==> config.mk <==
export PLATFORM = sky130hd
export DESIGN_NAME = mc_controller
export DESIGN_NICKNAME = d
export VERILOG_FILES = /design/src/rtl/mc_controller_pkg.sv /design/src/rtl/mc_controller_alu_ctrl_dec.sv /design/src/rtl/mc_controller.sv
export SDC_FILE = /design/constraint.sdc
export NUM_CORES = 1
export LEC_CHECK = 0
export CORE_ASPECT_RATIO = 0.9
export CORE_MARGIN = 2
export CORE_UTILIZATION = 47
export DETAILED_ROUTE_END_ITERATION = 10
export HOLD_SLACK_MARGIN = 0.06
export PLACE_DENSITY = 0.9
export REMOVE_ABC_BUFFERS = 1
export SYNTH_ARGS = -nofsm -noshare
export SYNTH_HDL_FRONTEND = slang
export SYNTH_HIERARCHICAL = 1
export SYNTH_SLANG_ARGS = --single-unit
==> constraint.sdc <==
create_clock -name clk -period 3.97 [get_ports clk]
set_input_delay 0.5955 -clock clk [delete_from_list [all_inputs] [get_ports clk]]
set_output_delay 0.5955 -clock clk [all_outputs]
set_load 0.1 [all_outputs]
==> src/rtl/mc_controller_pkg.sv <==
// Shared constants and decode helpers for the multi-cycle MIPS control FSM.
// Holds the opcode and funct encodings, the ALU operation codes, the ALU
// operation classes, the state encoding, the datapath select codes, and a
// per-state control-word decode. Nothing in this file contains state.
package mc_controller_pkg;

  localparam int unsigned StateWidth = 4;

  // Opcodes, instt[31:26]
  localparam logic [5:0] OpRtype = 6'b000000;
  localparam logic [5:0] OpLw    = 6'b100011;
  localparam logic [5:0] OpSw    = 6'b101011;
  localparam logic [5:0] OpBeq   = 6'b000100;
  localparam logic [5:0] OpAddi  = 6'b001000;
  localparam logic [5:0] OpSlti  = 6'b001010;
  localparam logic [5:0] OpJ     = 6'b000010;
  localparam logic [5:0] OpJal   = 6'b000011;

  // R-type funct codes, instt[5:0]
  localparam logic [5:0] FunctAdd = 6'b100000;
  localparam logic [5:0] FunctSub = 6'b100010;
  localparam logic [5:0] FunctAnd = 6'b100100;
  localparam logic [5:0] FunctOr  = 6'b100101;
  localparam logic [5:0] FunctSlt = 6'b101010;
  localparam logic [5:0] FunctJr  = 6'b001000;

  // Datapath select codes
  localparam logic [1:0] RegDstRt       = 2'd0;
  localparam logic [1:0] RegDstRd       = 2'd1;
  localparam logic [1:0] RegDstRa       = 2'd2;
  localparam logic [1:0] MemToRegAluOut = 2'd0;
  localparam logic [1:0] MemToRegMdr    = 2'd1;
  localparam logic [1:0] MemToRegPc     = 2'd2;
  localparam logic [1:0] PcSrcAlu       = 2'd0;
  localparam logic [1:0] PcSrcJump      = 2'd1;
  localparam logic [1:0] PcSrcAluOut    = 2'd2;
  localparam logic [1:0] PcSrcA         = 2'd3;
  localparam logic [1:0] SrcbB          = 2'd0;
  localparam logic [1:0] SrcbFour       = 2'd1;
  localparam logic [1:0] SrcbImm        = 2'd2;
  localparam logic [1:0] SrcbImmSh      = 2'd3;

  typedef enum logic [2:0] {
    AluAnd = 3'b000,
    AluOr  = 3'b001,
    AluAdd = 3'b010,
    AluSub = 3'b110,
    AluSlt = 3'b111
  } alu_op_e;

  // What the ALU is being used for in a state; AluClsNone yields code 000.
  typedef enum logic [2:0] {
    AluClsNone   = 3'd0,
    AluClsMem    = 3'd1,
    AluClsBranch = 3'd2,
    AluClsR      = 3'd3,
    AluClsAddi   = 3'd4,
    AluClsSlti   = 3'd5
  } alu_cls_e;

  // Encoding 4'd15 is never entered; the FSM recovers to StFetch from it.
  typedef enum logic [StateWidth-1:0] {
    StReset  = 4'd0,
    StFetch  = 4'd1,
    StDecode = 4'd2,
    StMemAdr = 4'd3,
    StMemRd  = 4'd4,
    StMemWb  = 4'd5,
    StMemWr  = 4'd6,
    StREx    = 4'd7,
    StRWb    = 4'd8,
    StBeq    = 4'd9,
    StIEx    = 4'd10,
    StIWb    = 4'd11,
    StJump   = 4'd12,
    StJal    = 4'd13,
    StJr     = 4'd14
  } state_e;

  typedef struct packed {
    logic [1:0] reg_dst;
    logic [1:0] mem_to_reg;
    logic [1:0] pc_src;
    logic       alu_srca;
    logic [1:0] alu_srcb;
    logic       reg_write;
    logic       pc_write;
    logic       pc_write_cond;
    logic       lord;
    logic       ir_write;
    logic       mem_read;
    logic       mem_write;
  } ctrl_t;

  // R-type functs that execute through R_EX (jr is handled separately).
  function automatic logic funct_is_alu(logic [5:0] funct);
    return (funct == FunctAdd) || (funct == FunctSub) || (funct == FunctAnd) ||
           (funct == FunctOr)  || (funct == FunctSlt);
  endfunction

  function automatic ctrl_t state_ctrl(state_e st);
    ctrl_t c;
    c = '0;
    case (st)
      StFetch: begin
        c.mem_read = 1'b1;
        c.ir_write = 1'b1;
        c.alu_srcb = SrcbFour;
        c.pc_src   = PcSrcAlu;
        c.pc_write = 1'b1;
      end
      StDecode: c.alu_srcb = SrcbImmSh;
      StMemAdr: begin
        c.alu_srca = 1'b1;
        c.alu_srcb = SrcbImm;
      end
      StMemRd: begin
        c.lord     = 1'b1;
        c.mem_read = 1'b1;
      end
      StMemWb: begin
        c.reg_dst    = RegDstRt;
        c.mem_to_reg = MemToRegMdr;
        c.reg_write  = 1'b1;
      end
      StMemWr: begin
        c.lord      = 1'b1;
        c.mem_write = 1'b1;
      end
      StREx: begin
        c.alu_srca = 1'b1;
        c.alu_srcb = SrcbB;
      end
      StRWb: begin
        c.reg_dst    = RegDstRd;
        c.mem_to_reg = MemToRegAluOut;
        c.reg_write  = 1'b1;
      end
      StBeq: begin
        c.alu_srca      = 1'b1;
        c.alu_srcb      = SrcbB;
        c.pc_src        = PcSrcAluOut;
        c.pc_write_cond = 1'b1;
      end
      StIEx: begin
        c.alu_srca = 1'b1;
        c.alu_srcb = SrcbImm;
      end
      StIWb: begin
        c.reg_dst    = RegDstRt;
        c.mem_to_reg = MemToRegAluOut;
        c.reg_write  = 1'b1;
      end
      StJump: begin
        c.pc_src   = PcSrcJump;
        c.pc_write = 1'b1;
      end
      StJal: begin
        c.reg_dst    = RegDstRa;
        c.mem_to_reg = MemToRegPc;
        c.reg_write  = 1'b1;
        c.pc_src     = PcSrcJump;
        c.pc_write   = 1'b1;
      end
      StJr: begin
        c.pc_src   = PcSrcA;
        c.pc_write = 1'b1;
      end
      default: ;
    endcase
    return c;
  endfunction

  function automatic alu_cls_e state_alu_cls(state_e st, logic [5:0] op);
    alu_cls_e cls;
    cls = AluClsNone;
    case (st)
      StFetch, StDecode, StMemAdr: cls = AluClsMem;
      StREx:                       cls = AluClsR;
      StBeq:                       cls = AluClsBranch;
      StIEx:                       cls = (op == OpSlti) ? AluClsSlti : AluClsAddi;
      default:                     cls = AluClsNone;
    endcase
    return cls;
  endfunction

endpackage

==> src/rtl/mc_controller_alu_ctrl_dec.sv <==
// ALU control decoder.
// Maps the ALU usage class of a state plus the R-type funct field to the
// 3-bit ALU operation code.
//   alu_cls_i : how the ALU is being used (address add, branch compare, R, addi, slti)
//   funct_i   : instt[5:0], only consulted for the R class
//   alu_op_o  : ALU operation code
module mc_controller_alu_ctrl_dec
  import mc_controller_pkg::*;
(
  input  alu_cls_e   alu_cls_i,
  input  logic [5:0] funct_i,
  output alu_op_e    alu_op_o
);

  always_comb begin
    alu_op_o = AluAnd;
    case (alu_cls_i)
      AluClsMem, AluClsAddi: alu_op_o = AluAdd;
      AluClsBranch:          alu_op_o = AluSub;
      AluClsSlti:            alu_op_o = AluSlt;
      AluClsR: begin
        case (funct_i)
          FunctAdd: alu_op_o = AluAdd;
          FunctSub: alu_op_o = AluSub;
          FunctAnd: alu_op_o = AluAnd;
          FunctOr:  alu_op_o = AluOr;
          FunctSlt: alu_op_o = AluSlt;
          default:  alu_op_o = AluAnd;
        endcase
      end
      default: alu_op_o = AluAnd;
    endcase
  end

endmodule

==> src/rtl/mc_controller.sv <==
// Multi-cycle MIPS control FSM.
// Sits beside the datapath, reads the latched instruction and the ALU zero
// flag, and drives every mux select, register enable and memory strobe.
// Control outputs are registered: each edge loads the control word of the
// state being entered. PCsig (zero-gated in BEQ) and illegal_op (DECODE only)
// are the two combinational outputs.
//   clk, rst    : clock, asynchronous active-low reset
//   instt       : IR contents (op = [31:26], funct = [5:0])
//   zero        : ALU zero flag, same cycle
//   reg_dst, mem_to_reg, pc_src, alu_srca, alu_srcb, alu_ctrl : datapath selects
//   reg_write, PCsig, IRwrite, lord, mem_read, mem_write       : enables/strobes
//   illegal_op  : pulse in DECODE for an unknown opcode or R-type funct
module mc_controller
  import mc_controller_pkg::*;
#(
  parameter int unsigned STATE_W = StateWidth,
  parameter int unsigned ALU_W   = 3
) (
  input  logic             clk,
  input  logic             rst,
  input  logic [31:0]      instt,
  input  logic             zero,
  output logic [1:0]       reg_dst,
  output logic [1:0]       mem_to_reg,
  output logic [1:0]       pc_src,
  output logic             alu_srca,
  output logic [1:0]       alu_srcb,
  output logic [ALU_W-1:0] alu_ctrl,
  output logic             reg_write,
  output logic             PCsig,
  output logic             lord,
  output logic             IRwrite,
  output logic             mem_read,
  output logic             mem_write,
  output logic             illegal_op
);

  logic [STATE_W-1:0] state_q, state_d;
  ctrl_t              ctrl_q, ctrl_d;
  alu_op_e            alu_op_d;
  logic [2:0]         alu_op_q;
  logic               decode_illegal;

  logic [5:0] op;
  logic [5:0] funct;
  logic       unused_instt;

  assign op           = instt[31:26];
  assign funct        = instt[5:0];
  assign unused_instt = ^instt[25:6];

  // Next-state logic; the DECODE branch also flags unknown instructions.
  always_comb begin
    state_d        = STATE_W'(StFetch);
    decode_illegal = 1'b0;
    case (state_e'(state_q))
      StReset: state_d = STATE_W'(StFetch);
      StFetch: state_d = STATE_W'(StDecode);
      StDecode: begin
        case (op)
          OpLw, OpSw: state_d = STATE_W'(StMemAdr);
          OpRtype: begin
            if (funct == FunctJr) begin
              state_d = STATE_W'(StJr);
            end else if (funct_is_alu(funct)) begin
              state_d = STATE_W'(StREx);
            end else begin
              decode_illegal = 1'b1;
              state_d        = STATE_W'(StFetch);
            end
          end
          OpBeq:          state_d = STATE_W'(StBeq);
          OpAddi, OpSlti: state_d = STATE_W'(StIEx);
          OpJ:            state_d = STATE_W'(StJump);
          OpJal:          state_d = STATE_W'(StJal);
          default: begin
            decode_illegal = 1'b1;
            state_d        = STATE_W'(StFetch);
          end
        endcase
      end
      StMemAdr: state_d = (op == OpSw) ? STATE_W'(StMemWr) : STATE_W'(StMemRd);
      StMemRd:  state_d = STATE_W'(StMemWb);
      StREx:    state_d = STATE_W'(StRWb);
      StIEx:    state_d = STATE_W'(StIWb);
      // Writeback, BEQ, jumps and any unused encoding all return to FETCH.
      default:  state_d = STATE_W'(StFetch);
    endcase
  end

  // Control word of the state being entered, registered alongside the state.
  always_comb begin
    ctrl_d = state_ctrl(state_e'(state_d));
  end

  mc_controller_alu_ctrl_dec u_alu_ctrl_dec (
    .alu_cls_i (state_alu_cls(state_e'(state_d), op)),
    .funct_i   (funct),
    .alu_op_o  (alu_op_d)
  );

  always_ff @(posedge clk or negedge rst) begin
    if (!rst) begin
      state_q  <= STATE_W'(StReset);
      ctrl_q   <= '0;
      alu_op_q <= 3'b000;
    end else begin
      state_q  <= state_d;
      ctrl_q   <= ctrl_d;
      alu_op_q <= alu_op_d;
    end
  end

  assign reg_dst    = ctrl_q.reg_dst;
  assign mem_to_reg = ctrl_q.mem_to_reg;
  assign pc_src     = ctrl_q.pc_src;
  assign alu_srca   = ctrl_q.alu_srca;
  assign alu_srcb   = ctrl_q.alu_srcb;
  assign alu_ctrl   = ALU_W'(alu_op_q);
  assign reg_write  = ctrl_q.reg_write;
  assign PCsig      = ctrl_q.pc_write | (ctrl_q.pc_write_cond & zero);
  assign lord       = ctrl_q.lord;
  assign IRwrite    = ctrl_q.ir_write;
  assign mem_read   = ctrl_q.mem_read;
  assign mem_write  = ctrl_q.mem_write;
  assign illegal_op = decode_illegal;

endmodule

* Word level (Yosys, flattened, before mapping)
Cells that the tools add are included.
** Storage, ports and cells
- Register bits after elaboration :: 23
- Output and inout port bits :: 19
- Logic and storage cells :: 95
** Cells by class
- Mux-type cells :: 24
- Reduce and logical (&&, ||, !) cells :: 17
- Bitwise logic cells :: 2
- Equality and inequality tests :: 38
** Operators with widths (number)
- $pmux 4 s6 :: 2
- $eq 6x6->1 const B :: 7
- $pmux 3 s4 :: 3
- $eq 4x4->1 const B :: 8
- $eq 4x3->1 const B :: 6
- $eq 6x4->1 const B :: 3
- $eq 4x2->1 const B :: 4
- $reduce_or 2->1 :: 7
- $eq 6x2->1 const B :: 2
- $mux 1 :: 12
- $pmux 2 s3 :: 2
- $pmux 4 s3 :: 1
- $reduce_or 4->1 :: 3
- $eq 4x1->1 const B :: 2
- $reduce_or 7->1 :: 1
- $eq 3x2->1 const B :: 2
- $eq 3x3->1 const B :: 2
- $eq 6x3->1 const B :: 1
- $logic_not 6->1 :: 1
- $logic_or 1x1->1 :: 4
- $mux 4 :: 1
- $eq 3x1->1 const B :: 1
- $mux 3 :: 1
- $reduce_or 3->1 :: 1
- 4 further kinds :: 4

* Logic depth before layout (Yosys ltp)
Gate-level depths: netlist of the first run.
- Depth after elaboration :: 15
- Mapped depth :: 12

* By module
The synthesis of the first run kept the hierarchy.
** By module, submodules not included
- mc_controller :: area each 1277.5 um^2, instances 1, cells an instance 138
- mc_controller_alu_ctrl_dec :: area each 115.1 um^2, instances 1, cells an instance 16

* Worst setup path before layout of the first run
OpenSTA, ideal clock, no wires.
- Kind :: input to output
- Start :: in instt[31]
- End :: out illegal_op
- Stages on the path :: 6
- Setup slack :: -256 ps
- Arrival time :: 3631 ps
- Buffers on the path :: 1
- Cell sequence :: buf_2 or2b_1 a21o_1 a21oi_1 o21ai_0 a211oi_1
** Between the ends
- Longest elaborated chain between the ends :: 4
- Elaborated cells on any way between the ends :: 11
- Those cells by class :: eq/ne (7); mux (2); reduce/logical (2)
** Ends and longest elaborated chain
- start, declared :: RTL line mc_controller.sv:21 : input logic [31:0] instt,
- $eq 6x6->1, or another cell as far along :: RTL line mc_controller.sv:60 : case (op)
- $reduce_or 7->1 (no line)
- $pmux 1 s2 * :: RTL line mc_controller.sv:60
- $mux 1 * :: RTL line mc_controller.sv:56 : case (state_e'(state_q))
- end, declared :: RTL line mc_controller.sv:35 : output logic illegal_op
Mark *: on every way between the ends. The rest lies on a longest branch, timed or not.

* Final worst setup path of the first run
- Start :: in instt[27]
- End :: reg alu_op_q[2], in the netlist alu_ctrl[2]
** Between the ends
- Longest elaborated chain between the ends :: 10
- Elaborated cells on any way between the ends :: 29
- Those cells by class :: eq/ne (18); mux (6); reduce/logical (5)
** Ends and longest elaborated chain
- $eq 6x4->1, or another cell as far along :: RTL line mc_controller.sv:60
- $reduce_or 2->1
- $pmux 4 s6 :: RTL line mc_controller.sv:60
- $pmux 4 s6 * :: RTL line mc_controller.sv:56
- net state_d[1] :: RTL line mc_controller.sv:38 : logic [STATE_W-1:0] state_q, state_d;
- $eq 4x1->1 / $eq 4x2->1 (equally long branches) :: RTL line mc_controller_pkg.sv:177 : case (st)
- $reduce_or 3->1 :: RTL line mc_controller_pkg.sv:177
- $pmux 3 s4 * :: RTL line mc_controller_pkg.sv:177
- $eq 3x1->1 / $eq 3x3->1 (equally long branches) :: RTL line mc_controller_alu_ctrl_dec.sv:17 : case (alu_cls_i)
- $reduce_or 2->1 :: RTL line mc_controller_alu_ctrl_dec.sv:17
- $pmux 3 s4 * :: RTL line mc_controller_alu_ctrl_dec.sv:17
- net alu_op_d[2] :: RTL line mc_controller.sv:40 : alu_op_e alu_op_d;
- end signal, assigned :: RTL line mc_controller.sv:110 : alu_op_q <= alu_op_d;
- end, declared :: RTL line mc_controller.sv:41 : logic [2:0] alu_op_q;
Mark *: on every way through the listed nets, which the timed path passes. The rest lies on a longest branch.

==> reports/results.txt, run 1 <==
outcome -> finished clean
cts hold-fix bufs -> 0
final WL -> 3.139 mm
Sum Neg Setup Slack -> 0 ns
routed len/inst -> 14.33 um
fmax -> 297.6 MHz
nets -> 216
depth of the worst register-to-register path -> 10
Setup crit end kind -> flip-flop
Buf/Inv on CP -> 2
critical path arrival -> 3.54 ns
Crit Path Max Fanout -> 10
H-tree levels -> 1
number of remaining DRC errors -> 0
Num CTS Buffers -> 3
Distinct cells, synth -> 52
Skew-Pair Late Insertion Delay -> 0.30 ns
EDFF count, synth -> 0
final critical-path required period -> 3.360 ns
Crit Path Category -> primary input to flip-flop
cell taking the most area after synthesis -> dfrtp_1
Overflow after GRT -> 0
FP Rows -> 18
fin util -> 62.46%
asr flop ratio synth -> 100.0%
max FFs per register -> 4
Flop pwr share -> 25.6%
post-route setup slack -> 0.6101 ns
CTS tree -> built
Yosys reg bits -> 22
starting density of the core -> 49.87%
via count -> 1265
Final setup viols -> 0
max_cap viols -> 0
drt pass-1 iters -> 4
CP top delay family -> compound AO/OA/AOI/OAI gates
Switching Fraction -> 56.01%
core box area -> 0.002793 sq mm
Max stage delay on crit path -> 0.51 ns
io pins -> 54
sequential area share after synthesis -> 39.53%
hold_ws -> 0.6167 ns
Antenna Nets Post-Route -> 0
pwr dens -> 738.9 mW/mm^2
Chip Width -> 61.38 um
Synth Cell Area -> 0.001393 sq mm
worst hold path class -> flip-flop to flip-flop
Worst R2R Setup Slack -> 1.29 ns
number of diodes -> 0
Clock power frac -> 7.4%
most common cell in the netlist -> dfrtp_1
clock sinks -> 22
total global routing track utilization -> 19.79%
Post-Synthesis Cells -> 154
initial antenna violation count -> 0
Worst Skew -> 0.001604 ns
sw power -> 0.7218 mW
Max Slew Vio Count -> 0
Finished Cell Area -> 0.001744 sq mm
worst reg2reg endpoint -> alu_ctrl[1]
CP max stage cell -> clkdlybuf4s50_1
initial drt markers -> 41
Detailed Place HPWL -> 2.372 mm
worst r2r src -> state_q[1]
Worst-path clk slew -> 0.10 ns
measured slew at the worst slew-check pin -> 0.9720 ns
Worst Hold Path EP -> mem_to_reg[0]
total setup buffers inserted after CTS -> 0
Yosys top cell area share -> 39.53%
cts repair resizes -> 0
Die Area -> 0.003415 sq mm
slew margin rel. -> 35.00%
final hold vios -> 0
clk root buf -> clkbuf_4
logic gate share of total power -> 67.0%
layout cell share with drive strength beyond 1 -> 14.53%
WP data required -> 4.15 ns
worst hold stages -> 1
Synth Area per Inst -> 9.043 sq um
crit start category -> primary input
Worst Hold Launch -> state_q[0]
Max clock buf depth -> 2
PortBufs -> 33
worst-path cell chain -> clkdlybuf4s50_1 > or3_1 > or4_4 > o31ai_1 > a31oi_1 > clkinv_2 > nand2b_1 > o22ai_1 > a21boi_0 > o21ai_0
Yosys Warn Count -> 6
RSZ-0062 raised after global routing -> no
routed vias/inst -> 5.776
top cells by count, synth -> dfrtp_1, nor2_1, nor3_1
final period utilization -> 84.63%
first-pass GRT wire length -> 5.278 mm
largest net degree at the start of global routing -> 23
Largest Register -> state_q
Cell Int Power -> 0.5670 mW
worst vdd ir -> 0.4555 mV
leak pwr -> 0.7209 nW
Placed Area -> 0.001722 sq mm
top_reg_cell synth -> dfrtp_1
synth top area cells -> dfrtp_1, buf_4, nor2_1, nor3_1, a31oi_1
area delta synth->final -> 25.25%
DP Worst Slack -> 0.3492 ns
vias in the first global route -> 1227
Die Span Y -> 55.64 um
final RePlAce weighted congestion -> 0.8196
==> cells in the final DEF (no fill, tap or decap), types with 2 or more instances in the layout <==
cell / instances
nor3b_1: 3
a31oi_1: 5
nor3_1: 9
and3_1: 3
o31ai_1: 2
clkbuf_4: 3
buf_4: 7
nand3_1: 6
or3_1: 2
inv_1: 6
o22ai_1: 2
xnor2_1: 2
a211oi_1: 3
nor2b_1: 4
o21ai_0: 5
nand2b_1: 5
dfrtp_1: 22
a21oi_1: 5
nor4bb_1: 2
clkdlybuf4s50_1: 31
nor2_1: 13
a21o_1: 2
nand2_1: 8
==> power groups by stage <==
| stage | Sequential, mW | Clock (mW) | Combinational (mW) |
|---|---|---|---|
| after CTS | 0.329 | 0.0996 | 0.862 |
| after detailed placement | 0.333 | 0 | 0.859 |
| after global placement | 0.328 | 0 | 0.834 |
| after global routing | 0.337 | 0.108 | 0.914 |
| after floorplan | 0.617 | 0 | 0.344 |
| final | 0.330 | 0.0955 | 0.863 |
==> kinds of logic (layout without fill, tap and decap cells) <==
family,Yosys count,in the layout,share of synthesized area [%]
simple gates,65,65,27.31
compound gates,38,38,20.75
buf+inv,25,50,9.703
flops,22,22,39.53
xor+xnor,2,2,1.258
fa+ha+maj,1,1,0.7188
mux,1,1,0.7188
==> stage by stage <==
step / cells / total power [mW]
2_1_floorplan: 137 / 0.9611
3_3_place_gp: 216 / 1.162
3_5_place_dp: 216 / 1.192
4_1_cts: 219 / 1.290
5_1_grt: 219 / 1.359
6_report: 219 / 1.289
==> worst max path at each step <==
stage,start,end,cells past startpoint
3_3_place_gp,instt[27],alu_ctrl[0],11
4_1_cts,instt[27],alu_ctrl[2],10
6_report,instt[27],alu_ctrl[2],10
5_1_grt,instt[27],alu_ctrl[0],11
3_5_place_dp,instt[27],alu_ctrl[1],11
2_1_floorplan,instt[29],illegal_op,5
==> per-layer routing <==
| layer | vias to the layer above | global-route usage [%] | share of wire [%] |
|---|---|---|---|
| li1 | 607 | - | - |
| met1 | 601 | 26.12 | 42 |
| met2 | 51 | 31.76 | 50 |
| met3 | 6 | 4.186 | 6.1 |
| met4 | 0 | 6.687 | 1.6 |
| met5 | - | 0 | 0 |
==> area by class of cell <==
type / count / area [sq um]
flip-flops and latches: 22 / 550.5
inverters: 8 / 31.28
clock buffers: 3 / 22.52
repair buffers: 39 / 382.9
multi-input cells: 107 / 706.9
well taps: 40 / 50.05
fillers: 251 / 1049
Note: power is estimated with default switching activity, not from simulation.
==> run 2: changes to the inputs <==
CORE_UTILIZATION = 43   (was 47)
PLACE_DENSITY = 0.84   (was 0.9)
clock period = 3.2 ns   (was 3.97 ns; I/O delays follow)
==> reports/results.txt, run 2 (synthesis results as in run 1) <==
H-tree levels -> 1 (unchanged)
depth of the worst register-to-register path -> 7 (-3)
routed len/inst -> 14.01 um (-2.3%)
Max stage delay on crit path -> 0.47 ns (-0.04 ns)
max FFs per register -> 4 (unchanged)
Chip Width -> 63.99 um (+4.3%)
Crit Path Category -> primary input to primary output
worst hold stages -> 1 (unchanged)
final hold vios -> 0 (unchanged)
slew margin rel. -> 34.50% (-0.50 points)
Die Span Y -> 57.99 um (+4.2%)
starting density of the core -> 45.41% (-4.5 points)
FP Rows -> 19 (+1)
Buf/Inv on CP -> 3 (+1)
worst-path cell chain -> clkdlybuf4s50_1 > buf_4 > or2b_1 > a21o_1 > a21oi_1 > o21ai_0 > a211oi_1 > buf_12
initial antenna violation count -> 0 (unchanged)
number of remaining DRC errors -> 0 (unchanged)
number of diodes -> 0 (unchanged)
Worst Hold Path EP -> mem_to_reg[0]
total global routing track utilization -> 18.61% (-1.2 points)
critical path arrival -> 2.47 ns (-1.07 ns)
max_cap viols -> 0 (unchanged)
PortBufs -> 33 (unchanged)
final critical-path required period -> 2.950 ns
logic gate share of total power -> 64.1% (-2.9 points)
total setup buffers inserted after CTS -> 0 (unchanged)
cts hold-fix bufs -> 0 (unchanged)
Setup crit end kind -> primary output
Multi-input gate area -> 706.9 sq um (unchanged)
Max Slew Vio Count -> 0 (unchanged)
CTS tree -> built
Flop pwr share -> 23.7% (-1.9 points)
initial drt markers -> 48 (+17%)
largest net degree at the start of global routing -> 23 (unchanged)
worst hold path class -> flip-flop to flip-flop
most frequent cells in the layout -> clkdlybuf4s50_1, dfrtp_1, buf_4
commonest non-fill, non-tap cell in the layout -> clkdlybuf4s50_1
leak pwr -> 0.7735 nW (+7.3%)
Critical Path Source -> instt[29]
area delta synth->final -> 31.90%
outcome -> finished clean
Skew-Pair Late Insertion Delay -> 0.32 ns (+0.02 ns)
layout cell share with drive strength beyond 1 -> 18.62% (+4.1 points)
CP top delay family -> compound AO/OA/AOI/OAI gates
hold_ws -> 0.6142 ns (-0.002480 ns)
vias in the first global route -> 1219 (-0.65%)
core box area -> 0.003067 sq mm (+9.8%)
final RePlAce weighted congestion -> 0.8338 (+1.7%)
crit start category -> primary input
Worst R2R Setup Slack -> 0.83 ns (-0.46 ns)
via count -> 1283 (+1.4%)
Antenna Nets Post-Route -> 0 (unchanged)
fin util -> 59.89% (-2.6 points)
Largest Register -> state_q
Cell Int Power -> 0.8228 mW (+45%)
fmax -> 339.0 MHz
final period utilization -> 92.19%
Final setup viols -> 0 (unchanged)
pwr dens -> 943.7 mW/mm^2 (+28%)
Max clock buf depth -> 2 (unchanged)
Worst-path clk slew -> 0.12 ns (+0.02 ns)
Overflow after GRT -> 0 (unchanged)
drt pass-1 iters -> 4 (unchanged)
io pins -> 54 (unchanged)
first-pass GRT wire length -> 5.457 mm (+3.4%)
Fill cells -> 279 (+11%)
CP max stage cell -> clkdlybuf4s50_1
clk root buf -> clkbuf_4
worst reg2reg endpoint -> alu_ctrl[2]
final WL -> 3.222 mm (+2.6%)
Crit Path Max Fanout -> 9 (-1)
Switching Fraction -> 52.53% (-3.5 points)
Die Area -> 0.003710 sq mm (+8.6%)
Num CTS Buffers -> 3 (unchanged)
nets -> 224 (+3.7%)
measured slew at the worst slew-check pin -> 0.9794 ns (+0.007461 ns)
clock sinks -> 22 (unchanged)
routed vias/inst -> 5.578 (-3.4%)
Worst Hold Launch -> state_q[1]
Clock power frac -> 12.2% (+4.8 points)
RSZ-0062 raised after global routing -> no
Detailed Place HPWL -> 2.466 mm (+3.9%)
cts repair resizes -> 0 (unchanged)
Sum Neg Setup Slack -> 0 ns (unchanged)
worst r2r src -> state_q[0]
sw power -> 0.9106 mW (+26%)
worst vdd ir -> 0.5330 mV (+17%)
WP data required -> 2.72 ns (-1.43 ns)
FF+latch area -> 550.5 sq um (unchanged)
Worst Skew -> 0.006874 ns (+0.005269 ns)
==> run 2: layout make-up <==
type,count,share of cell area (%)
Clock buffer,3,1.226
Tap cell,42,2.861
Multi-Input combinational cell,107,38.49
Timing Repair Buffer,47,24.11
Inverter,8,1.703
Clock inverter,1,1.635
Sequential cell,22,29.97
==> run 2: metrics by stage <==
stage	power (mW)	setup WS (ns)	instances	cell area, sq um
detailed placement	1.522	-0.03978	226	1784
global route	1.821	0.1243	230	1837
finish	1.733	0.2498	230	1837
global placement	1.490	0.08438	226	1784
floorplan	1.192	-0.6382	137	1289
CTS	1.734	0.2524	230	1837
==> run 2: metal layers <==
metal / up-vias / global-route usage [%] / share of wire (%)
met5: - / 0 / 0
met4: 0 / 3.727 / 0.93
met3: 5 / 4.272 / 5.2
met2: 42 / 33.33 / 51
met1: 615 / 23.15 / 43
li1: 621 / - / -
==> run 2: how the worst max path moves through the flow <==
stage	end	slack [ns]	cells past startpoint
after floorplan	illegal_op	-0.64	5
after global routing	illegal_op	0.12	8
after global placement	alu_ctrl[1]	0.08	11
after detailed placement	alu_ctrl[2]	-0.04	10
final	illegal_op	0.25	8
after CTS	illegal_op	0.25	8
==> run 2: power by group through the flow <==
| stage | Clock, mW | Sequential, mW | Combinational, mW |
|---|---|---|---|
| 6_report | 0.211 | 0.410 | 1.11 |
| 5_1_grt | 0.225 | 0.419 | 1.18 |
| 4_1_cts | 0.212 | 0.409 | 1.11 |
| 3_5_place_dp | 0 | 0.414 | 1.11 |
| 3_3_place_gp | 0 | 0.408 | 1.08 |
| 2_1_floorplan | 0 | 0.765 | 0.427 |
==> run 3: changes to the inputs <==
PLACE_DENSITY = 0.81   (was 0.84)
SLEW_MARGIN = 40   (was unset)
==> reports/results.txt, run 3 (synthesis results as in run 1) <==
outcome -> finished clean
final WL -> 2.969 mm (-7.9%)
measured slew at the worst slew-check pin -> 0.4981 ns (-0.4813 ns)
WP data required -> 2.72 ns (about the same)
number of diodes -> 0 (unchanged)
Num CTS Buffers -> 3 (unchanged)
Final setup viols -> 0 (unchanged)
Detailed Place HPWL -> 2.309 mm (-6.3%)
Worst R2R Setup Slack -> 0.84 ns (about the same)
drt pass-1 iters -> 4 (unchanged)
Placed Area -> 0.001717 sq mm (-3.8%)
final hold vios -> 0 (unchanged)
total setup buffers inserted after CTS -> 0 (unchanged)
critical path arrival -> 2.43 ns (-0.04 ns)
crit start category -> primary input
leak pwr -> 0.8134 nW (+5.2%)
Max stage delay on crit path -> 0.48 ns (about the same)
largest net degree at the start of global routing -> 23 (unchanged)
initial drt markers -> 30 (-38%)
Layout Cells excl Fill -> 233 (+1.3%)
CP top delay family -> buffers and inverters
FP Rows -> 19 (unchanged)
Max clock buf depth -> 2 (unchanged)
Crit Path Category -> primary input to primary output
io pins -> 54 (unchanged)
number of remaining DRC errors -> 0 (unchanged)
PortBufs -> 33 (unchanged)
worst vdd ir -> 0.6099 mV (+14%)
clk root buf -> clkbuf_4
H-tree levels -> 1 (unchanged)
Worst Skew -> 0.001442 ns (-0.005432 ns)
core box area -> 0.003067 sq mm (unchanged)
total global routing track utilization -> 17.07% (-1.5 points)
vias in the first global route -> 1217 (-0.16%)
Finished Cell Area -> 0.001769 sq mm (-3.7%)
area delta synth->final -> 27.04%
cts hold-fix bufs -> 0 (unchanged)
CTS tree -> built
fmax -> 343.7 MHz (+1.4%)
Chip Width -> 63.99 um (unchanged)
placed cell count -> 229 (+1.3%)
final RePlAce weighted congestion -> 0.8158 (-2.2%)
cts repair resizes -> 0 (unchanged)
Fill cells -> 280 (+0.36%)
final critical-path required period -> 2.910 ns (-0.04028 ns)
Largest Register -> state_q
clock sinks -> 22 (unchanged)
most frequent cells in the layout -> dfrtp_1, buf_2, buf_4
Setup crit end kind -> primary output
max_cap viols -> 0 (unchanged)
Crit Path Max Fanout -> 9 (unchanged)
routed len/inst -> 12.74 um (-9.0%)
Worst-path clk slew -> 0.12 ns (about the same)
RSZ-0062 raised after global routing -> no
Max Slew Vio Count -> 0 (unchanged)
Antenna Nets Post-Route -> 0 (unchanged)
layout cell share with drive strength beyond 1 -> 29.32% (+11 points)
via count -> 1264 (-1.5%)
worst hold path class -> primary input to asynchronous set/reset pin
max FFs per register -> 4 (unchanged)
final period utilization -> 90.93% (-1.3 points)
routed vias/inst -> 5.425 (-2.7%)
first-pass GRT wire length -> 5.119 mm (-6.2%)
pwr dens -> 949.9 mW/mm^2 (+0.65%)
initial antenna violation count -> 0 (unchanged)
Die Span Y -> 57.99 um (unchanged)
commonest non-fill, non-tap cell in the layout -> dfrtp_1
starting density of the core -> 45.41% (unchanged)
slew margin rel. -> 67.02% (+33 points)
Overflow after GRT -> 0 (unchanged)
worst-path cell chain -> clkdlybuf4s50_1 > buf_4 > or2b_1 > a21o_1 > a21oi_1 > o21ai_0 > a211oi_1 > buf_12
nets -> 227 (+1.3%)
CP max stage cell -> clkdlybuf4s50_1
Buf/Inv on CP -> 3 (unchanged)
Skew-Pair Late Insertion Delay -> 0.30 ns (-0.02 ns)
Die Area -> 0.003710 sq mm (unchanged)
## run 3: changes by cell type in the layout (fill, tap and decap cells not counted), sizes merged
cell and delta:
clkdlybuf4s50 -18, buf +21
## run 3: worst register-to-register path, delay by kind of cell (launching register included)
family                 cells  cell delay, ns
buffers and inverters      2            0.32
AND/OR/NAND/NOR            3            0.38
flip-flops                 1            0.48
AO/OA/AOI/OAI              5            1.10
## run 3: final cells by class
class | count | area [sq um] | share of cell area, %
well taps | 42 | 52.55 | 2.970
clock inverters | 1 | 30.03 | 1.697
multi-input cells | 107 | 706.9 | 39.96
repair buffers | 50 | 375.4 | 21.22
flip-flops and latches | 22 | 550.5 | 31.12
clock buffers | 3 | 22.52 | 1.273
inverters | 8 | 31.28 | 1.768
## run 3: power by group
part | internal (mW) | switching, mW
combinational | 0.305 | 0.764
sequential | 0.354 | 0.0505
clock | 0.127 | 0.0796
total | 0.786 | 0.894
## run 3: path summary, 6_finish.rpt
check                            from       endpoint  cells after the start
setup / recovery            instt[29]     illegal_op                      8
setup reg to reg           state_q[1]    alu_ctrl[0]                     10
hold reg to reg            state_q[1]  mem_to_reg[0]                      1
max in group asynchronous         rst     state_q[3]                      1
hold / removal                    rst        IRwrite                      1
min in group clk           state_q[1]  mem_to_reg[0]                      1
## run 3: per-stage QoR
| stage | hold WS [ns] | total power [mW] | setup TNS (ns) | util, % | setup WS, ns |
|---|---|---|---|---|---|
| 2_1_floorplan | 0.1844 | 1.192 | -0.6382 | - | -0.6382 |
| 4_1_cts | 0.1144 | 1.684 | 0 | 57.69 | 0.2857 |
| 3_5_place_dp | 0.4574 | 1.473 | 0 | 55.98 | 0.001442 |
| 6_report | 0.1065 | 1.680 | 0 | 57.69 | 0.2901 |
| 5_1_grt | 0.1275 | 1.771 | 0 | 57.69 | 0.1349 |
| 3_3_place_gp | 0.5626 | 1.504 | 0 | 58.91 | 0.1035 |
## run 3: layer usage
layer	GRT usage [%]	wire length (um)	part of all wire (%)
met4	2.484	8	0.27
met2	30.36	1482	50
met5	0	0	0
met1	21.43	1308	44
met3	4.466	170	5.7
